==> src/rtl/srambank_pkg.sv <==
// rtl/srambank_pkg.sv - shared widths and response record for the SRAM bank initiator
package srambank_pkg;

    localparam int SRAM_ADDR_W = 9;
    localparam int SRAM_DATA_W = 36;
    localparam int SRAM_WORDS  = 512;

    typedef struct packed {
        logic [8:0]  addr;
        logic [35:0] data;
    } srambank_rsp_t;

    localparam int RSP_W = $bits(srambank_rsp_t);

endpackage

==> src/rtl/srambank_rsp_fifo.sv <==
// rtl/srambank_rsp_fifo.sv - synchronous response FIFO with occupancy count for credit logic
module srambank_rsp_fifo
    import srambank_pkg::*;
#(
    parameter int  DEPTH = 4,
    localparam int PTR_W = (DEPTH > 1) ? $clog2(DEPTH) : 1,
    localparam int CNT_W = $clog2(DEPTH + 1)
) (
    input  logic             clk,
    input  logic             reset,
    input  logic             push,
    input  logic [RSP_W-1:0] push_data,
    input  logic             pop,
    output logic [RSP_W-1:0] head,
    output logic [CNT_W-1:0] count
);

    srambank_rsp_t        mem [DEPTH];
    logic [PTR_W-1:0]     wr_ptr;
    logic [PTR_W-1:0]     rd_ptr;

    function automatic logic [PTR_W-1:0] ptr_next(input logic [PTR_W-1:0] p);
        return (p == PTR_W'(DEPTH - 1)) ? '0 : p + 1'b1;
    endfunction

    // Storage is cleared on reset so the head reads as zero until the first push
    always_ff @(posedge clk) begin
        if (reset) begin
            wr_ptr <= '0;
            rd_ptr <= '0;
            count  <= '0;
            for (int i = 0; i < DEPTH; i++) begin
                mem[i] <= '0;
            end
        end else begin
            if (push) begin
                mem[wr_ptr] <= push_data;
                wr_ptr      <= ptr_next(wr_ptr);
            end
            if (pop) begin
                rd_ptr <= ptr_next(rd_ptr);
            end
            case ({push, pop})
                2'b10:   count <= count + 1'b1;
                2'b01:   count <= count - 1'b1;
                default: count <= count;
            endcase
        end
    end

    assign head = mem[rd_ptr];

endmodule

==> src/rtl/srambank_initiator.sv <==
// rtl/srambank_initiator.sv - registers client requests onto one 512x36 SRAM bank and returns read data
module srambank_initiator
    import srambank_pkg::*;
#(
    parameter int RSP_DEPTH = 4
) (
    input  logic                   clk,
    input  logic                   reset,
    input  logic                   req_valid,
    output logic                   req_ready,
    input  logic                   req_write,
    input  logic [SRAM_ADDR_W-1:0] req_addr,
    input  logic [SRAM_DATA_W-1:0] req_wdata,
    output logic                   rsp_valid,
    input  logic                   rsp_ready,
    output logic [SRAM_DATA_W-1:0] rsp_rdata,
    output logic [SRAM_ADDR_W-1:0] rsp_addr,
    output logic [SRAM_ADDR_W-1:0] ADDRESS,
    output logic [SRAM_DATA_W-1:0] wd,
    output logic                   banksel,
    output logic                   read,
    output logic                   write,
    input  logic [SRAM_DATA_W-1:0] dataout
);

    localparam int CNT_W = $clog2(RSP_DEPTH + 1);

    logic                   accept;
    logic                   rd_pend;
    logic [SRAM_ADDR_W-1:0] tag;
    logic [1:0]             inflight;
    logic [CNT_W-1:0]       fifo_count;
    logic [RSP_W-1:0]       fifo_head;
    srambank_rsp_t          push_rsp;
    srambank_rsp_t          head_rsp;

    // Every read holds a FIFO slot from accept until pop, so the bank can never overrun it
    assign inflight  = {1'b0, read} + {1'b0, rd_pend};
    assign req_ready = !reset && ((int'(fifo_count) + int'(inflight)) < RSP_DEPTH);
    assign accept    = req_valid && req_ready;

    always_ff @(posedge clk) begin
        if (reset) begin
            ADDRESS <= '0;
            wd      <= '0;
            banksel <= 1'b0;
            read    <= 1'b0;
            write   <= 1'b0;
            rd_pend <= 1'b0;
            tag     <= '0;
        end else begin
            banksel <= accept;
            read    <= accept && !req_write;
            write   <= accept && req_write;
            if (accept) begin
                ADDRESS <= req_addr;
                wd      <= req_wdata;
            end
            rd_pend <= read;
            if (read) begin
                tag <= ADDRESS;
            end
        end
    end

    assign push_rsp = '{addr: tag, data: dataout};

    srambank_rsp_fifo #(
        .DEPTH(RSP_DEPTH)
    ) u_rsp_fifo (
        .clk      (clk),
        .reset    (reset),
        .push     (rd_pend),
        .push_data(push_rsp),
        .pop      (rsp_valid && rsp_ready),
        .head     (fifo_head),
        .count    (fifo_count)
    );

    assign head_rsp  = fifo_head;
    assign rsp_valid = (fifo_count != '0);
    assign rsp_rdata = head_rsp.data;
    assign rsp_addr  = head_rsp.addr;

endmodule

==> config.mk <==
export PLATFORM = sky130hd
export DESIGN_NAME = srambank_initiator
export DESIGN_NICKNAME = d
export VERILOG_FILES = /design/src/rtl/srambank_pkg.sv /design/src/rtl/srambank_rsp_fifo.sv /design/src/rtl/srambank_initiator.sv
export SDC_FILE = /design/constraint.sdc
export NUM_CORES = 1
export LEC_CHECK = 0
export CORE_MARGIN = 1
export CORE_UTILIZATION = 41
export CTS_BUF_LIST = sky130_fd_sc_hd__clkbuf_16
export CTS_CLUSTER_DIAMETER = 40
export CTS_CLUSTER_SIZE = 28
export DETAILED_ROUTE_END_ITERATION = 7
export HOLD_SLACK_MARGIN = 0.08
export SYNTH_ARGS = -nofsm -noshare
export SYNTH_HDL_FRONTEND = slang
export SYNTH_SLANG_ARGS = --single-unit
==> constraint.sdc <==
create_clock -name clk -period 6 [get_ports clk]
set_clock_uncertainty 0.15 [all_clocks]
set_input_delay 1.5 -clock clk [delete_from_list [all_inputs] [get_ports clk]]
set_output_delay 1.5 -clock clk [all_outputs]
set_load 0.02 [all_outputs]
==> results of run 1 <==
-- flip-flops by register name, indices dropped and copies added (netlist names), named ones only --
| name | flops |
|---|---|
| ADDRESS | 9 |
| u_rsp_fifo.rd_ptr | 2 |
| wd | 36 |
| rd_pend | 1 |
| u_rsp_fifo.wr_ptr | 2 |
| u_rsp_fifo.mem | 180 |
| read | 1 |
| banksel | 1 |
| u_rsp_fifo.count | 3 |
| write | 1 |
| tag | 9 |
-- worst min path at each step --
stage                                           start  slack, ns  cells past startpoint       end
floorplan           u_rsp_fifo.rd_ptr[0]$_SDFFE_PP0N_       0.31                      2  register
finish              u_rsp_fifo.rd_ptr[0]$_SDFFE_PP0N_       0.34                      2  register
CTS                 u_rsp_fifo.rd_ptr[0]$_SDFFE_PP0N_       0.34                      2  register
global placement    u_rsp_fifo.rd_ptr[0]$_SDFFE_PP0N_       0.32                      2  register
detailed placement  u_rsp_fifo.rd_ptr[0]$_SDFFE_PP0N_       0.33                      2  register
global route        u_rsp_fifo.rd_ptr[0]$_SDFFE_PP0N_       0.37                      2  register
-- worst max-delay path: stages (launching register included) --
cell and delay, ns:
sky130_fd_sc_hd__dfxtp_4 0.96, sky130_fd_sc_hd__mux4_2 0.64, sky130_fd_sc_hd__clkdlybuf4s50_1 0.56
-- power groups by stage --
stage          clock, uW  sequential [uW]  combinational, uW
2_1_floorplan          0             2000                281
3_3_place_gp           0             2010                517
3_5_place_dp           0             2010                524
4_1_cts             2120             1980                526
5_1_grt             2200             1990                549
6_report            2090             1970                516
-- area by class of cell --
type                    count  area share [%]
multi-input cells         376            25.5
well taps                 330            2.99
flip-flops and latches    247            48.9
inverters                   6           0.163
clock inverters            30            1.18
repair buffers            189            13.5
clock buffers              43            7.80
-- per-layer routing --
metal	part of all wire, %	up-vias	track usage, %
met3	9.6	37	5.64
li1	-	2796	-
met5	0	-	0
met1	42	2960	22.6
met4	1.6	0	5.49
met2	47	231	29.0
-- through the flow --
step / utilization, % / cells / total power [uW] / instance area, sq um
after floorplan: - / 668 / 2280 / 10500
after global placement: 49.9 / 1148 / 2520 / 12600
after detailed placement: 49.9 / 1148 / 2530 / 12600
after CTS: 54.8 / 1221 / 4630 / 13800
after global routing: 54.8 / 1221 / 4730 / 13800
final: 54.8 / 1221 / 4580 / 13800
-- logic make-up (layout without fill, tap and decap cells) --
family                     after synthesis  after routing
DFF                                    247            247
xor gates and xnor gates                 2              2
muxes                                  101            101
AOI/OAI and AO/OA                        9              9
and+or+nand+nor                        259            259
adders and majority gates                5              5
buffers and inverters                   45            268
-- layout by cell type, fill, tap and decap left out, types with 3 or more instances in the layout --
| cell | n |
|---|---|
| sky130_fd_sc_hd__clkinv_1 | 9 |
| sky130_fd_sc_hd__ha_1 | 4 |
| sky130_fd_sc_hd__mux4_2 | 45 |
| sky130_fd_sc_hd__buf_4 | 9 |
| sky130_fd_sc_hd__and2_1 | 181 |
| sky130_fd_sc_hd__inv_1 | 10 |
| sky130_fd_sc_hd__nor2_1 | 17 |
| sky130_fd_sc_hd__mux2_4 | 28 |
| sky130_fd_sc_hd__a21oi_1 | 4 |
| sky130_fd_sc_hd__nor2b_1 | 46 |
| sky130_fd_sc_hd__mux2i_1 | 11 |
| sky130_fd_sc_hd__clkdlybuf4s50_1 | 179 |
| sky130_fd_sc_hd__or2_2 | 3 |
| sky130_fd_sc_hd__or3_1 | 3 |
| sky130_fd_sc_hd__dfxtp_1 | 65 |
| sky130_fd_sc_hd__inv_6 | 6 |
| sky130_fd_sc_hd__mux2_2 | 17 |
| sky130_fd_sc_hd__clkbuf_16 | 43 |
| sky130_fd_sc_hd__clkinv_2 | 5 |
| sky130_fd_sc_hd__edfxtp_1 | 180 |
==> results.toml, run 1 <==
[routing]
detail_route.wl_per_cell_um = 18.6
drc = 0
drtPass1Iterations = 4
initialDrtViolationCount = 307
remaining_antenna_violation_count_after_routing = 0
drt-total-wl_um = 22700
routed-via-count = 6024
vias_per_cell = 4.93

[floorplan]
die_width_um = 162
floorplan.core_area_sq_um = 25200
row_count = 58
ioPinCount = 181
start_util_pct = 41.7
die_h_um = 162
die_area_sq_um = 26300

[place]
gp_congestion = 0.696
place_worst_setup_slack_ns = 1.73
placement.io_buffers = 180
detailed_place_hpwl_um = 12900

[setup_path]
critPathArrivalTime_ns = 2.73
crit_path_max_fanout = 45
reg2reg_slack_ns = 3.02
number_of_cells_traversed_by_the_worst_register_to_register_path = 5
endpoint = "rsp_rdata[6]"
worstReg2RegEnd = "u_rsp_fifo.mem[1][24]$_SDFFCE_PN0P_"
critical_path_class = "register to output pin"
critical_path_required_ns = 4.35
endpoint_kind_of_the_worst_setup_timing_path = "output pin"
critical_path.reg2reg.startpoint = "rd_pend$_SDFF_PP0_"
crit_path_start_kind = "register"

[power_and_ir_drop]
clock_power_share_pct = 45.6
power.share.combinational_pct = 11.3
power.ir.vdd_worst_v = 0.000187
share_seq_of_total_power_pct = 43.2
netSwitchingPower_uw = 1080
swShare_pct = 23.6
power.leakage_uw = 0.00518
total_power_per_unit_cell_area_nw_per_um2 = 332
p_int_uw = 3500

[sta]
worst_slew_pin_slew_ns = 1.34
achievable-frequency_mhz = 228
post-route-period-util_pct = 73.0
max_slew_margin_pct = 10.6
setup_slack_ns = 1.62
period_minus_slack_ns = 4.38
grt_setup_unrepaired = "false"
hold_viol_final = 0
finalMaxSlewViolations = 0
final-setup-viol-count = 0
hold_ws_ns = 0.339
timing.setup.tns_ns = 0

[grt]
overflow = 0
grt_max_degree = 69
all_layer_gr_usage_pct = 17.8
grt_antenna_before_repair = 0
grt_pass1_wl_um = 35600
grt_pass1_vias = 6528

[synthesis]
synth_edf_count = 180
yosys.area.top_type_share_pct = 51.5
post_synth_mux_area_share_pct = 16.5
postSynthAreaPerCell_sq_um = 15.7
synthSimpleGateAreaFrac_pct = 15.4
synthArstFlopShare_pct = 0
synth.top_cells.by_area = "sky130_fd_sc_hd__edfxtp_1, sky130_fd_sc_hd__dfxtp_1, sky130_fd_sc_hd__and2_1, sky130_fd_sc_hd__mux4_2, sky130_fd_sc_hd__mux2_4"
synth.most_common_cell = "sky130_fd_sc_hd__and2_1"
adder_cell_area_share_of_the_yosys_netlist_pct = 0.667
yosys_warnings = 0
postSynthNetCount = 759
netlist_instances = 668
netlist_area_sq_um = 10500
ys_seq_area_share_pct = 64.2
synth_compound_gate_area_share_pct = 0.560
synth-seq-cells = 247
yosys_most_used_dff = "sky130_fd_sc_hd__edfxtp_1"
netlist-cell-type-count = 36
synth_top_family_by_area = "multiplexers"
yosys.area_share.xor_xnor_pct = 0.167
synth_top_area_cell = "sky130_fd_sc_hd__edfxtp_1"
synthTopCellsByCount = "sky130_fd_sc_hd__and2_1, sky130_fd_sc_hd__edfxtp_1, sky130_fd_sc_hd__dfxtp_1, sky130_fd_sc_hd__nor2b_1, sky130_fd_sc_hd__mux4_2"

[hold_path]
hold_path.class = "register to register"

[layout]
final_layout_size_suffix_gt1_share_pct = 19.4
area_growth_syn_to_layout_pct = 31.4
finish.net_count = 951
multi_input_area_sq_um = 3510
n_antenna_cell = 0
area.sequential_sq_um = 6750
num-fill-cells = 2030

[clock_tree]
post_cts_setup_buffer_count = 0
cts-buffers-inserted = 40
number_of_buffers_on_the_longest_clock_path = 3
clock_insertion_delay_worst_skew_ns = 0.52
tritoncts = "built"
post_cts.resized_instances = 0
clkSlewWorstSetupHoldPaths_ns = 0.05
clk_root_buffer_cell = "sky130_fd_sc_hd__clkbuf_16"
cts_htree_levels = 2
cts_hold_fix_bufs = 0
clock_sink_count = 247

[job]
maxCapViolCount = 0

[run_status]
outcome = "completed"
No activity file was read; power rests on OpenSTA's default activity.
==> inputs of run 2 (changes only) <==
==> constraint.sdc (replaced) <==
create_clock -name clk -period 4.1 [get_ports clk]
set_clock_uncertainty 0.15 [all_clocks]
set_input_delay 1.025 -clock clk [delete_from_list [all_inputs] [get_ports clk]]
set_output_delay 1.025 -clock clk [all_outputs]
set_load 0.02 [all_outputs]
==> run 2 against run 1 <==
Final area up 0.46%; utilization up 0.25 points; non-clock buffer count is 8 higher; first-iteration DRC count shrank 0.65%; hold slack improved by 0.017 ns; sequential share of layout area fell by 0.23 points; combinational power is 55% higher.
==> results.toml, run 2 (same netlist as run 1, synthesis figures left out) <==
[floorplan]
die_area_sq_um = 26300
start_util_pct = 41.7
ioPinCount = 181
floorplan.core_area_sq_um = 25200
die_h_um = 162
die_width_um = 162
row_count = 58

[setup_path]
cp_top_family = "buffers and inverters"
worstPathBufferInverterCount = 2
critical_path_class = "register to output pin"
crit_chain = "buf_4 > mux4_2 > clkdlybuf4s50_1"
critical_path_required_ns = 2.92
cp_slowest_cell = "sky130_fd_sc_hd__dfxtp_2"
critical_path.max_stage_delay_ns = 0.74
crit_path_start_kind = "register"
crit_path_max_fanout = 21
critPathArrivalTime_ns = 2.55
endpoint_kind_of_the_worst_setup_timing_path = "output pin"

[power_and_ir_drop]
clock_power_share_pct = 45.9
share_seq_of_total_power_pct = 42.3
power.leakage_uw = 0.00521
power.ir.vdd_worst_v = 0.000434
total_power_per_unit_cell_area_nw_per_um2 = 488
netSwitchingPower_uw = 1520
p_int_uw = 5250
power.share.combinational_pct = 11.8
swShare_pct = 22.5
final_total_pwr_uw = 6770

[place]
gp_congestion = 0.726
placement.io_buffers = 180
place_worst_setup_slack_ns = 0.735
detailed_place_hpwl_um = 13600

[layout]
final_common_cell = "sky130_fd_sc_hd__and2_1"
largest_register = "u_rsp_fifo.mem"
final_layout_size_suffix_gt1_share_pct = 20.0
num-fill-cells = 2013
finish.net_count = 956
commonest_cells_after_routing_fill_and_taps_aside = "sky130_fd_sc_hd__and2_1, sky130_fd_sc_hd__edfxtp_1, sky130_fd_sc_hd__clkdlybuf4s50_1, sky130_fd_sc_hd__dfxtp_1, sky130_fd_sc_hd__nor2b_1"
final_util_pct = 55.1
n_antenna_cell = 0
largest_registers = "u_rsp_fifo.mem: 180 flops, wd: 36 flops"
area_growth_syn_to_layout_pct = 32.0
largest_register_ff_count = 180

[sta]
post-route-period-util_pct = 90.9
setup_slack_ns = 0.372
finalMaxSlewViolations = 0
hold_viol_final = 0
achievable-frequency_mhz = 268
final-setup-viol-count = 0
worst_slew_pin_slew_ns = 0.788
timing.setup.tns_ns = 0
period_minus_slack_ns = 3.73
max_slew_margin_pct = 47.3
grt_setup_unrepaired = "false"

[routing]
detail_route.wl_per_cell_um = 19.1
routed-via-count = 6042
initialDrtViolationCount = 305
drtPass1Iterations = 4
drc = 0
remaining_antenna_violation_count_after_routing = 0
drt-total-wl_um = 23400
vias_per_cell = 4.95

[grt]
all_layer_gr_usage_pct = 18.2
grt_max_degree = 48
grt_pass1_wl_um = 36100
overflow = 0
grt_pass1_vias = 6543
grt_antenna_before_repair = 0

[clock_tree]
clock_sink_count = 247
tritoncts = "built"
post_cts_setup_buffer_count = 0
post_cts.resized_instances = 0
clkSlewWorstSetupHoldPaths_ns = 0.05
cts_htree_levels = 2
cts_hold_fix_bufs = 0
cts-buffers-inserted = 37
clk_root_buffer_cell = "sky130_fd_sc_hd__clkbuf_16"
number_of_buffers_on_the_longest_clock_path = 3
clock_insertion_delay_worst_skew_ns = 0.49

[job]
maxCapViolCount = 0

[run_status]
outcome = "completed"

[hold_path]
hold_path.class = "register to register"
## run 2: cell types whose count changed in the layout (fill, tap and decap cells not counted)
cell | before | now
sky130_fd_sc_hd__clkinv_1 | 9 | 2
sky130_fd_sc_hd__inv_6 | 6 | 2
sky130_fd_sc_hd__clkinvlp_4 | 1 | 2
sky130_fd_sc_hd__buf_4 | 9 | 15
sky130_fd_sc_hd__buf_12 | 0 | 2
sky130_fd_sc_hd__bufinv_16 | 0 | 6
sky130_fd_sc_hd__clkinv_2 | 5 | 4
sky130_fd_sc_hd__inv_4 | 2 | 0
sky130_fd_sc_hd__clkinv_4 | 1 | 2
sky130_fd_sc_hd__inv_2 | 2 | 4
sky130_fd_sc_hd__inv_1 | 10 | 11
sky130_fd_sc_hd__clkbuf_16 | 43 | 37
## run 2: final timing paths
kind | from | endpoint | slack [ns] | cells after the start
setup / recovery | register | rsp_rdata[0] | 0.37 | 3
hold / removal | u_rsp_fifo.rd_ptr[0]$_SDFFE_PP0N_ | register | 0.36 | 2
setup reg to reg | read$_SDFF_PP0_ | ADDRESS[7]$_SDFFE_PP0P_ | 1.82 | 6
hold reg to reg | u_rsp_fifo.rd_ptr[0]$_SDFFE_PP0N_ | register | 0.36 | 2
## run 2: power groups by stage
stage | logic [uW] | clock network (uW) | registers (uW)
final | 800 | 3110 | 2860
after global routing | 850 | 3270 | 2870
after CTS | 815 | 3170 | 2860
after detailed placement | 812 | 0 | 2910
after global placement | 802 | 0 | 2900
after floorplan | 411 | 0 | 2930
## run 2: cell type report
cell class              instances  area [sq um]  area share, %
multi-input cells             376          3510           25.3
repair buffers                197          1950           14.1
clock inverters                27           292           2.10
clock buffers                  37           926           6.68
flip-flops and latches        247          6750           48.7
well taps                     330           413           2.98
inverters                       6          22.5          0.162
## run 2: metal layers
layer  share of wire [%]  track usage [%]
met5                   0                0
met4                 2.0             5.36
met3                 7.7             5.26
met2                  47             30.5
met1                  43             23.0
## run 2: worst min-delay path, stage by stage (launching register included)
cell and delay, ns:
sky130_fd_sc_hd__dfxtp_1 0.32, sky130_fd_sc_hd__nand2_1 0.06, sky130_fd_sc_hd__a21oi_1 0.07
## run 2: stage by stage
| step | cells | instance area, sq um | hold slack, ns |
|---|---|---|---|
| 2_1_floorplan | 668 | 10500 | 0.313 |
| 3_3_place_gp | 1156 | 12600 | 0.334 |
| 3_5_place_dp | 1156 | 12600 | 0.341 |
| 4_1_cts | 1220 | 13900 | 0.353 |
| 5_1_grt | 1220 | 13900 | 0.388 |
| 6_report | 1220 | 13900 | 0.356 |
==> inputs of run 3 (changes only) <==
--- a/config.mk
+++ b/config.mk
@@ -12,6 +12,8 @@
 export CTS_CLUSTER_SIZE = 28
 export DETAILED_ROUTE_END_ITERATION = 7
 export HOLD_SLACK_MARGIN = 0.08
+export MAX_ROUTING_LAYER = met4
+export SLEW_MARGIN = 20
 export SYNTH_ARGS = -nofsm -noshare
 export SYNTH_HDL_FRONTEND = slang
 export SYNTH_SLANG_ARGS = --single-unit
==> run 3 against run 2 <==
Via count about the same; hold slack hardly changed; register-to-register slack is essentially flat; largest power group unchanged; largest cell class unchanged; final area unchanged; non-clock buffer count is the same.
==> results.toml, run 3 (same netlist as run 1, synthesis figures left out) <==
[run_status]
outcome = "completed"

[place]
gp_congestion = 0.735
detailed_place_hpwl_um = 13600
placement.io_buffers = 180
place_worst_setup_slack_ns = 0.735

[clock_tree]
cts_hold_fix_bufs = 0
clock_insertion_delay_worst_skew_ns = 0.49
clk_root_buffer_cell = "sky130_fd_sc_hd__clkbuf_16"
cts-buffers-inserted = 37
cts_htree_levels = 2
post_cts.resized_instances = 0
clock_sink_count = 247
post_cts_setup_buffer_count = 0
tritoncts = "built"
clkSlewWorstSetupHoldPaths_ns = 0.05
number_of_buffers_on_the_longest_clock_path = 3

[layout]
area_growth_syn_to_layout_pct = 32.0
largest_register_ff_count = 180
final_common_cell = "sky130_fd_sc_hd__and2_1"
finish.net_count = 956
commonest_cells_after_routing_fill_and_taps_aside = "sky130_fd_sc_hd__and2_1, sky130_fd_sc_hd__edfxtp_1, sky130_fd_sc_hd__clkdlybuf4s50_1, sky130_fd_sc_hd__dfxtp_1, sky130_fd_sc_hd__nor2b_1"
largest_register = "u_rsp_fifo.mem"
final_layout_size_suffix_gt1_share_pct = 20.0
largest_registers = "u_rsp_fifo.mem: 180 flops, wd: 36 flops"
n_antenna_cell = 0

[floorplan]
ioPinCount = 181
start_util_pct = 41.7
die_width_um = 162
row_count = 58
die_area_sq_um = 26300
floorplan.core_area_sq_um = 25200
die_h_um = 162

[setup_path]
critical_path_required_ns = 2.92
endpoint_kind_of_the_worst_setup_timing_path = "output pin"
critPathArrivalTime_ns = 2.56
critical_path_class = "register to output pin"
crit_path_max_fanout = 21
crit_path_start_kind = "register"

[sta]
hold_viol_final = 0
grt_setup_unrepaired = "false"
post-route-period-util_pct = 91.1
timing.setup.tns_ns = 0
finalMaxSlewViolations = 0
max_slew_margin_pct = 47.7
worst_slew_pin_slew_ns = 0.783
period_minus_slack_ns = 3.74
setup_slack_ns = 0.364
final-setup-viol-count = 0
achievable-frequency_mhz = 268

[routing]
max_used_layer = "met4"
drc = 0
wl_met2_um = 11100
initialDrtViolationCount = 354
vias_per_cell = 4.95
drt-total-wl_um = 23400
remaining_antenna_violation_count_after_routing = 0
met1Wirelength_um = 10100
detail_route.wl_per_cell_um = 19.2
dr_wl_met3_um = 1660
drtPass1Iterations = 4
routed-via-count = 6038

[power_and_ir_drop]
power.leakage_uw = 0.00521
total_power_per_unit_cell_area_nw_per_um2 = 488
final_total_pwr_uw = 6770
power.ir.vdd_worst_v = 0.000433

[grt]
grt_pass1_vias = 6557
grt_antenna_before_repair = 0
grt_pass1_wl_um = 36000
grt_max_degree = 48
all_layer_gr_usage_pct = 18.8
overflow = 0

[hold_path]
hold_path.class = "register to register"

[job]
maxCapViolCount = 0
[run 3: cell counts in the layout (fill, tap and decap cells not counted)]
Identical to the previous run, type by type.
[run 3: per-layer routing]
layer	up-vias	GRT usage [%]
met2	214	30.5
met5	-	-
li1	2797	-
met1	2982	23.3
met4	0	5.36
met3	45	4.70
[run 3: path summary, 6_finish.rpt]
path	from	to	slack, ns	cells after the start
hold reg to reg	u_rsp_fifo.rd_ptr[0]$_SDFFE_PP0N_	register	0.36	2
setup reg to reg	read$_SDFF_PP0_	ADDRESS[7]$_SDFFE_PP0P_	1.82	6
setup / recovery	register	rsp_rdata[0]	0.36	3
hold / removal	u_rsp_fifo.rd_ptr[0]$_SDFFE_PP0N_	register	0.36	2
[run 3: power breakdown]
part,leakage (uW),internal [uW],total [uW],switching (uW)
clock network,0.000622,2020,3110,1090
logic,0.00218,433,800,367
registers,0.00241,2800,2860,65.4
[run 3: stage by stage]
stage	instance area [sq um]	hold slack, ns	instances	utilization, %
CTS	13900	0.353	1220	55.1
detailed placement	12600	0.341	1156	50.2
global placement	12600	0.334	1156	50.2
floorplan	10500	0.313	668	-
global route	13900	0.388	1220	55.1
finish	13900	0.356	1220	55.1
[run 3: area by class of cell]
class                           instances  area [sq um]
Fill cell                            2013         11300
Inverter                                6          22.5
Multi-Input combinational cell        376          3510
Tap cell                              330           413
Timing Repair Buffer                  197          1950
Sequential cell                       247          6750
Clock buffer                           37           926
Clock inverter                         27           292
[run 3: critical path, stage by stage (launching register included)]
cell and delay [ns]:
sky130_fd_sc_hd__dfxtp_2 0.75, sky130_fd_sc_hd__buf_4 0.38, sky130_fd_sc_hd__mux4_2 0.38, sky130_fd_sc_hd__clkdlybuf4s50_1 0.56
==> RTL change: new RTL, settings of run 2 <==
Change the parameter `RSP_DEPTH` from 4 to 8.
--- a/src/rtl/srambank_initiator.sv
+++ b/src/rtl/srambank_initiator.sv
@@ -4,3 +4,3 @@
 #(
-    parameter int RSP_DEPTH = 4
+    parameter int RSP_DEPTH = 8
 ) (
Formal check against the unedited RTL: not equivalent (a bounded check fails within 10 cycles, from zero or initial values and one cycle with reset high).
==> RTL change against run 2 <==
Via count increased by 77%; sequential cell count increased by 184; routed wire length increased by 97%; first-iteration DRC count increased by 72%; final area increased by 68%; total power increased by 73%; synthesized area increased by 78%; global-route usage increased by 2.0 points; cell count increased by 71%; worst setup slack got worse by 0.22 ns; largest cell class unchanged.
==> RTL change: results (changes against run 2) <==
{| class="wikitable"
! Metric !! Value
|-
| Outcome || finished clean
|-
| Leakage || 8.45 nW (+62%)
|-
| Portion of the post-synthesis area used by sequential elements || 65.3% (+1.0 points)
|-
| Worst path top cell family by delay || multiplexers
|-
| Clk root buf || clkbuf_16
|-
| Total via count after detailed routing || 10681 (+77%)
|-
| Nets || 1537 (+61%)
|-
| Count of placed standard cells in the final layout, fillers left out || 2088 (+71%)
|-
| Total wire length || 46.0 mm (+97%)
|-
| Clock buffer count from CTS || 60 (+62%)
|-
| Maximum number of pins on one net before global-route repair || 46 (-4.2%)
|-
| Largest registers || u_rsp_fifo.mem x360, wd x36
|-
| Total met3 wirelength after detailed routing || 3.21 mm (+79%)
|-
| Insertion delay of the later-clocked pin in the worst-skew pair || 0.62 ns (+0.13 ns)
|-
| Number of antenna violations at the first check in global routing || 3 (+3)
|-
| Number of setup buffers added after CTS || 4 (+4)
|-
| Transition time of the tightest slew-check pin || 0.685 ns (-0.103 ns)
|-
| # port buffers || 180 (unchanged)
|-
| Cell with the largest stage delay on the worst path || clkdlybuf4s50_1
|-
| Routed metal-1 wirelength || 19.7 mm (+97%)
|-
| Aggregate global-route resource usage || 20.2% (+2.0 points)
|-
| Data arrival, critical path || 2.77 ns (+0.22 ns)
|-
| Topmost layer with routed signal wires || met5
|-
| Starting DRT DRC Count || 525 (+72%)
|-
| Proportion of layout cells with a drive suffix above 1 || 20.5% (+0.55 points)
|-
| CTS H-tree lvls || 2 (unchanged)
|-
| Asr flop ratio synth || 0% (unchanged)
|-
| Most frequent cells after synthesis || and2_1, edfxtp_1, nand2_1
|-
| Worst Path Max Fanout || 10 (-52%)
|-
| Pre-CTS worst setup slack || 0.545 ns (-0.191 ns)
|-
| Standard cell area after detailed placement || 21300 um2 (+68%)
|-
| Net Sw Power || 2.86 mW (+88%)
|-
| Leading register cell type out of synthesis || edfxtp_1
|-
| Yosys warns || 0 (unchanged)
|-
| EDFF count, synth || 360 (+100%)
|-
| Detailed placement HPWL || 24.1 mm (+77%)
|-
| Distinct cell type count after synthesis || 42 (+17%)
|-
| Syn_nets || 1331 (+75%)
|-
| Maximum vdd drop || 0.000305 V (-30%)
|-
| Clock transition at the registers of the reported paths || 0.05 ns (about the same)
|-
| Cell total after placement || 1969 (+70%)
|-
| CTS-repair resized insts || 0 (unchanged)
|-
| Post-route DRC || 0 (unchanged)
|-
| Class of the most critical hold timing path || flip-flop to flip-flop
|-
| TritonRoute pass-1 iters || 4 (unchanged)
|-
| Routability cong. || 0.716 (-1.4%)
|-
| Maximum root-to-sink buffer count || 3 (unchanged)
|-
| Sum of met2 wire segment lengths after detailed routing || 22.3 mm (+100%)
|-
| Mean cell area of the mapped netlist || 15.2 um2 (-3.6%)
|-
| Global-route wire length before repair || 70.1 mm (+94%)
|-
| Largest stage delay on the critical path || 0.55 ns (-0.19 ns)
|-
| Leading post-synthesis cells by cell area || edfxtp_1, and2_1, mux4_2
|}
[RTL change: changes by cell type after synthesis, sizes merged, moves of 16 or more]
cell,delta
mux4,+45
edfxtp,+180
a21oi,+47
clkbuf,+16
nand2,+97
nor2b,-45
buf,+21
and2,+180
[RTL change: path summary, 6_finish.rpt]
kind,cells after the start,slack (ns),endpoint,startpoint
min reg2reg,2,0.30,wd[0],wd[0]
max reg2reg,7,1.26,u_rsp_fifo.count[3],u_rsp_fifo.count[0]
max,4,0.15,rsp_rdata[32],flip-flop
min,2,0.30,wd[0],wd[0]
[RTL change: worst register-to-register path, cell delays in order, from the launching register on]
cell      delay [ns]
dfxtp_1         0.37
or4_1           0.61
nand2_1         0.18
inv_1           0.08
ha_1            0.26
or4b_1          0.57
o211ai_2        0.17
mux2_1          0.32
[RTL change: kinds of logic after synthesis]
kind of cell	after synthesis	share of synthesized area [%]
buf+inv	80	2.32
mux	148	14.2
xor+xnor	3	0.140
compound gates	58	1.72
fa+ha+maj	8	0.534
simple gates	509	15.8
flops	431	65.3
[RTL change: area by class of cell]
type,count,area (um2)
diodes,2,5.00
clock buffers,60,1500
clock inverters,53,519
fillers,3681,21300
inverters,4,15.0
multi-input cells,726,6100
flip-flops and latches,431,12200
well taps,592,741
repair buffers,220,2220
[RTL change: power by group through the flow]
stage / Combinational (mW) / Sequential (mW) / Clock (mW)
after floorplan: 0.936 / 5.09 / 0
after global placement: 1.53 / 5.11 / 0
after detailed placement: 1.54 / 5.11 / 0
after CTS: 1.58 / 5.01 / 5.25
after global routing: 1.66 / 5.02 / 5.44
final: 1.55 / 5.00 / 5.16
[RTL change: routing by layer]
metal	up-vias	track usage, %
met3	63	5.62
li1	4920	-
met1	5401	26.0
met4	2	5.15
met2	295	33.6
met5	-	0
